$ cat config.mk
export PLATFORM = sky130hd
export DESIGN_NAME = sr_pq_param
export DESIGN_NICKNAME = d
export VERILOG_FILES = /design/src/rtl/pq_pkg.sv /design/src/rtl/sr_pq_cell.sv /design/src/rtl/sr_pq_param.sv
export SDC_FILE = /design/constraint.sdc
export NUM_CORES = 1
export LEC_CHECK = 0
export CORE_UTILIZATION = 40
export CTS_CLUSTER_DIAMETER = 80
export DETAILED_ROUTE_END_ITERATION = 12
export HOLD_SLACK_MARGIN = 0.03
export PLACE_DENSITY = 0.61
export SETUP_SLACK_MARGIN = 0.3
export SLEW_MARGIN = 30
export SYNTH_ARGS = -nofsm -noshare
export SYNTH_HDL_FRONTEND = slang
export SYNTH_SLANG_ARGS = --single-unit
$ cat constraint.sdc
create_clock -name clk -period 4.1 [get_ports clk]
set_input_delay 0.82 -clock clk [delete_from_list [all_inputs] [get_ports clk]]
set_output_delay 0.82 -clock clk [all_outputs]
set_load 0.005 [all_outputs]
$ cat src/rtl/pq_pkg.sv
// Shared types, defaults and the key-priority compare for the priority queue family.
package pq_pkg;

    localparam int PQ_KEY_W = 8;
    localparam int PQ_VAL_W = 8;

    typedef enum logic {PQ_MIN, PQ_MAX} pq_mode_t;

    // Per-cycle operation broadcast to every slot cell.
    typedef enum logic [1:0] {OP_HOLD, OP_ENQ, OP_DEQ, OP_REP} pq_op_t;

    // True when key a must leave the queue strictly before key b.
    function automatic logic pq_better(input logic [63:0] a, input logic [63:0] b,
                                       input pq_mode_t mode);
        return (mode == PQ_MIN) ? (a < b) : (a > b);
    endfunction

endpackage

$ cat src/rtl/sr_pq_cell.sv
// One slot of the sorted register array: computes its own next contents from itself,
// its neighbours and the incoming key/value.
module sr_pq_cell
    import pq_pkg::*;
#(
    parameter int       KEY_W = PQ_KEY_W,
    parameter int       VAL_W = PQ_VAL_W,
    parameter pq_mode_t MODE  = PQ_MIN
) (
    input  pq_op_t           op,
    input  logic             head,
    input  logic [KEY_W-1:0] kvi_key,
    input  logic [VAL_W-1:0] kvi_val,
    input  logic             own_valid,
    input  logic [KEY_W-1:0] own_key,
    input  logic [VAL_W-1:0] own_val,
    input  logic             prev_valid,
    input  logic [KEY_W-1:0] prev_key,
    input  logic [VAL_W-1:0] prev_val,
    input  logic             next_valid,
    input  logic [KEY_W-1:0] next_key,
    input  logic [VAL_W-1:0] next_val,
    input  logic             keep_prev,
    input  logic             keep_next,
    output logic             keep,
    output logic             valid_d,
    output logic [KEY_W-1:0] key_d,
    output logic [VAL_W-1:0] val_d
);

    // A slot keeps its place when it holds a key at least as good as kvi;
    // equal keys stay ahead, which gives FIFO order among ties.
    assign keep = own_valid & ~pq_better(64'(kvi_key), 64'(own_key), MODE);

    always_comb begin
        valid_d = own_valid;
        key_d   = own_key;
        val_d   = own_val;
        case (op)
            OP_ENQ: begin
                if (!keep) begin
                    if (keep_prev) begin
                        valid_d = 1'b1;
                        key_d   = kvi_key;
                        val_d   = kvi_val;
                    end else begin
                        valid_d = prev_valid;
                        key_d   = prev_key;
                        val_d   = prev_val;
                    end
                end
            end
            OP_DEQ: begin
                valid_d = next_valid;
                key_d   = next_key;
                val_d   = next_val;
            end
            OP_REP: begin
                // Head is removed: the array shifts headward up to the insert point.
                if (keep_next) begin
                    valid_d = next_valid;
                    key_d   = next_key;
                    val_d   = next_val;
                end else if (head || keep) begin
                    valid_d = 1'b1;
                    key_d   = kvi_key;
                    val_d   = kvi_val;
                end
            end
            default: ;
        endcase
    end

endmodule

$ cat src/rtl/sr_pq_param.sv
// Parametrised shift-register priority queue: single-cycle enqueue, dequeue and replace,
// stable among equal keys, with occupancy count and sticky overflow/underflow flags.
module sr_pq_param
    import pq_pkg::*;
#(
    parameter int       KEY_W = PQ_KEY_W,
    parameter int       VAL_W = PQ_VAL_W,
    parameter int       DEPTH = 16,
    parameter pq_mode_t MODE  = PQ_MIN,
    localparam int      CNT_W = $clog2(DEPTH + 1)
) (
    input  logic             clk,
    input  logic             rst,
    input  logic             enq,
    input  logic [KEY_W-1:0] kvi_key,
    input  logic [VAL_W-1:0] kvi_val,
    input  logic             deq,
    input  logic             flush,
    output logic [KEY_W-1:0] kvo_key,
    output logic [VAL_W-1:0] kvo_val,
    output logic             empty,
    output logic             full,
    output logic             busy,
    output logic [CNT_W-1:0] count,
    output logic             ovf,
    output logic             udf
);

    logic             valid_q [DEPTH];
    logic [KEY_W-1:0] key_q   [DEPTH];
    logic [VAL_W-1:0] val_q   [DEPTH];
    logic             valid_d [DEPTH];
    logic [KEY_W-1:0] key_d   [DEPTH];
    logic [VAL_W-1:0] val_d   [DEPTH];

    logic             cell_valid [DEPTH];
    logic [KEY_W-1:0] cell_key   [DEPTH];
    logic [VAL_W-1:0] cell_val   [DEPTH];
    logic             keep_w     [DEPTH];

    logic [CNT_W-1:0] count_q, count_d;
    logic             ovf_q, ovf_d;
    logic             udf_q, udf_d;
    pq_op_t           op;

    assign empty   = (count_q == '0);
    assign full    = (count_q == CNT_W'(DEPTH));
    assign busy    = 1'b0;
    assign count   = count_q;
    assign ovf     = ovf_q;
    assign udf     = udf_q;
    assign kvo_key = empty ? '0 : key_q[0];
    assign kvo_val = empty ? '0 : val_q[0];

    // A dequeue on an empty queue with enq set degrades to a plain enqueue.
    always_comb begin
        op      = OP_HOLD;
        count_d = count_q;
        ovf_d   = ovf_q;
        udf_d   = udf_q;
        if (flush) begin
            count_d = '0;
            ovf_d   = 1'b0;
            udf_d   = 1'b0;
        end else begin
            if (enq && deq && !empty) begin
                op = OP_REP;
            end else if (enq && (!deq || empty) && !full) begin
                op      = OP_ENQ;
                count_d = count_q + CNT_W'(1);
            end else if (deq && !enq && !empty) begin
                op      = OP_DEQ;
                count_d = count_q - CNT_W'(1);
            end
            if (enq && !deq && full) ovf_d = 1'b1;
            if (deq && empty)        udf_d = 1'b1;
        end
    end

    genvar gi;
    generate
        for (gi = 0; gi < DEPTH; gi++) begin : g_slot
            logic             pv, nv, kp, kn;
            logic [KEY_W-1:0] pk, nk;
            logic [VAL_W-1:0] pval, nval;

            if (gi == 0) begin : g_head
                assign pv   = 1'b0;
                assign pk   = '0;
                assign pval = '0;
                assign kp   = 1'b1;
            end else begin : g_mid
                assign pv   = valid_q[gi-1];
                assign pk   = key_q[gi-1];
                assign pval = val_q[gi-1];
                assign kp   = keep_w[gi-1];
            end

            if (gi == DEPTH - 1) begin : g_tail
                assign nv   = 1'b0;
                assign nk   = '0;
                assign nval = '0;
                assign kn   = 1'b0;
            end else begin : g_body
                assign nv   = valid_q[gi+1];
                assign nk   = key_q[gi+1];
                assign nval = val_q[gi+1];
                assign kn   = keep_w[gi+1];
            end

            sr_pq_cell #(
                .KEY_W (KEY_W),
                .VAL_W (VAL_W),
                .MODE  (MODE)
            ) u_cell (
                .op         (op),
                .head       (gi == 0),
                .kvi_key    (kvi_key),
                .kvi_val    (kvi_val),
                .own_valid  (valid_q[gi]),
                .own_key    (key_q[gi]),
                .own_val    (val_q[gi]),
                .prev_valid (pv),
                .prev_key   (pk),
                .prev_val   (pval),
                .next_valid (nv),
                .next_key   (nk),
                .next_val   (nval),
                .keep_prev  (kp),
                .keep_next  (kn),
                .keep       (keep_w[gi]),
                .valid_d    (cell_valid[gi]),
                .key_d      (cell_key[gi]),
                .val_d      (cell_val[gi])
            );

            assign valid_d[gi] = flush ? 1'b0 : cell_valid[gi];
            assign key_d[gi]   = flush ? '0   : cell_key[gi];
            assign val_d[gi]   = flush ? '0   : cell_val[gi];
        end
    endgenerate

    always_ff @(posedge clk) begin
        if (!rst) begin
            count_q <= '0;
            ovf_q   <= 1'b0;
            udf_q   <= 1'b0;
            for (int i = 0; i < DEPTH; i++) begin
                valid_q[i] <= 1'b0;
                key_q[i]   <= '0;
                val_q[i]   <= '0;
            end
        end else begin
            count_q <= count_d;
            ovf_q   <= ovf_d;
            udf_q   <= udf_d;
            for (int i = 0; i < DEPTH; i++) begin
                valid_q[i] <= valid_d[i];
                key_q[i]   <= key_d[i];
                val_q[i]   <= val_d[i];
            end
        end
    end

endmodule

==> metrics.yaml <==
clock_network:
  ctsHoldBuffers: 0
  path_clk_slew_ps: 60
  clkSinkCount: 279
  clock_latency_ps: 550
  htree_levels: 2
  cts_setup_buffers: 0
  postCtsResizedCells: 0
  clock_path_buffers: 3
  cts_tree: "built"
  ctsRootBufferMaster: "clkbuf_16"
  numCtsBuffers: 36
floorplan:
  die_x_um: 233.2
  die_area_sq_um: 54400
  core_area_sq_um: 52660
  rows: 84
  dieHeight_um: 233.2
  io_pins: 47
  initial_core_util: 0.4062
timing:
  final_max_slew_viol_count: 0
  setup_slack_ps: 657.1
  clock_skew_ps: 11.85
  fin_crit_sh: 0.8397
  final-setup-viol-count: 0
  worst_slew_pin_slew_ps: 908.1
  min_period_ps: 3443
  rsz0062_at_grt: "no"
  setup_tns_ps: 0
  clock.fmax_mhz: 290.5
  slew_headroom: 0.3940
  hold_viol: 0
hold_path:
  min_path_cells: 2
  hp-class: "reg2reg"
global_route:
  grt_max_degree: 164
  overflow: 0
  antenna_found_initial: 0
  grt_util_all_layers: 0.2719
  grt_pass1_vias: 21533
  grt_pass1_wl_mm: 119.0
route:
  drtIter0Drc: 2174
  ant_nets: 0
  drc: 0
  wl_per_cell_um: 22.67
  vias: 22021
  via_per_inst: 6.609
  drt_first_pass_iters: 7
  finalWirelength_mm: 75.53
logic_synthesis:
  syn_avg_cell_area_sq_um: 7.957
  yosys_warnings: 0
  synth_area_sq_um: 21390
  synth.distinct_cells: 85
  yosysSeqAreaShare: 0.2616
  postSynthCellCount: 2688
  ys_ff_latch: 279
  synth_top_flop_cell: "dfxtp_1"
  async_flop_share: 0
  syn_nets: 2825
  synth-edff-count: 1
placed_design:
  dp_worst_setup_slack_ps: 113.1
  portBuffers: 45
  gp_congestion: 0.8895
  hpwl_mm: 52.18
power:
  p_leak_nw: 8.591
  irDropWorstVdd_mv: 0.2528
  powerDensity_nw_per_um2: 375.9
setup_path:
  crit_type: "in2reg"
  crit_path_end_kind: "register"
  crit_fanout: 18
  required_ps: 4520
  r2r_cells: 8
  arrival_ps: 3870
  critPathLaunchType: "primary input"
  r2r_slack_ps: 890
final_layout:
  drive_above_1_share: 0.1358
  postLayoutCoreUtil: 0.4528
  nets: 2759
  synthToLayoutAreaGrowth_pct: 11.47
  antenna_cells: 0
run:
  max_cap_violations: 0
run_status:
  status: "completed"
metrics by stage:
step	instance area (sq um)	power [mW]	instances	hold slack, ps
global route	23840	9.372	3332	504.1
finish	23840	8.961	3332	472.8
detailed placement	22670	5.704	3272	458.3
floorplan	21390	4.868	2688	438.0
global placement	22640	5.623	3271	455.8
CTS	23840	8.961	3332	474.4
Yosys cell counts (all sizes together), types with 20 or more instances:
master | count | area, sq um
o21ai | 379 | 1912
dfxtp | 278 | 5565
a21oi | 228 | 1160
nand2 | 204 | 770.7
clkbuf | 185 | 695.7
a221oi | 153 | 1384
mux2i | 125 | 1251
inv | 123 | 461.7
ha | 115 | 1439
nor2 | 113 | 441.7
mux2 | 89 | 1002
buf | 80 | 468.0
nand3 | 66 | 330.3
o211ai | 64 | 480.5
a31oi | 59 | 375.4
o221ai | 49 | 429.2
o221a | 29 | 326.6
a2bb2oi | 25 | 219.0
o31ai | 24 | 221.5
nand2b | 22 | 137.6
a22o | 20 | 175.2
and3 | 20 | 125.1
nor3 | 20 | 100.1
registers in the layout (all words and copies together) (netlist names):
register / count
udf: 1
key_q: 128
val_q: 128
valid_q: 16
count: 5
ovf: 1
kinds of logic (layout without fill, tap and decap cells):
family,Yosys count,after routing,share of synthesized area
AO/OA/AOI/OAI,1190,1190,0.3819
AND/OR/NAND/NOR,496,496,0.1051
buffers and inverters,388,344,0.07599
flip-flops,279,279,0.2616
multiplexers,214,214,0.1054
adder cells (fa/ha/maj),116,116,0.06821
XOR/XNOR,4,4,0.001638
other,1,1,0.0001753
power by group:
group          leakage [nW]  switching (mW)  internal [mW]
logic                  5.75            1.66          0.950
registers              2.27           0.214           2.89
clock network         0.574            1.30           1.95
critical path, cell delays in order:
cell	delay (ps)
buf_2	420
buf_4	330
ha_1	170
nand3_1	80
o31ai_1	250
buf_4	190
a22o_1	680
mux2_2	430
a221oi_1	370
a21oi_1	110
worst paths after layout:
path / start / to
hold / removal: ovf / ovf
setup reg to reg: count[0] / key_q[1][17]
hold reg to reg: ovf / ovf
setup / recovery: kvi_key[4] / val_q[1][6]
cell usage in the layout, fill, tap and decap left out, types with 15 or more instances in the layout:
| cell | Yosys | final |
|---|---|---|
| nand3_1 | 66 | 66 |
| buf_4 | 12 | 100 |
| mux2i_1 | 125 | 125 |
| mux2_2 | 88 | 88 |
| o221ai_1 | 49 | 49 |
| nor2b_1 | 16 | 15 |
| a221oi_1 | 146 | 146 |
| a31oi_1 | 58 | 58 |
| o221a_2 | 29 | 29 |
| o31ai_1 | 21 | 20 |
| dfxtp_1 | 278 | 278 |
| nand2_1 | 202 | 202 |
| o211ai_1 | 64 | 64 |
| o21ai_0 | 367 | 367 |
| nand2b_1 | 22 | 20 |
| clkbuf_16 | 0 | 37 |
| clkdlybuf4s50_1 | 0 | 38 |
| ha_1 | 115 | 115 |
| a21oi_1 | 225 | 223 |
| a21o_1 | 19 | 18 |
| a22o_1 | 20 | 20 |
| inv_1 | 123 | 123 |
| buf_12 | 0 | 15 |
| a311o_1 | 15 | 15 |
| o32ai_1 | 18 | 17 |
| a2bb2oi_1 | 25 | 25 |
| and3_1 | 20 | 20 |
| nor3_1 | 20 | 19 |
| nor2_1 | 106 | 101 |
per-layer routing:
layer	global-route usage	vias up	part of all wire	wire [um]
met5	0	-	0	0
met4	0.1066	0	0.035	2672
met3	0.04431	191	0.073	5478
met2	0.4445	873	0.46	34900
met1	0.3549	10763	0.43	32480
li1	-	10194	-	-
layout make-up:
type,count,area [sq um]
Fill cell,5169,28820
Multi-Input combinational cell,2021,14270
Sequential cell,279,5595
Timing Repair Buffer,161,1478
Clock buffer,55,1094
Tap cell,688,860.8
Inverter,123,461.7
Clock inverter,5,77.57
(Power assumes the default switching activity.)
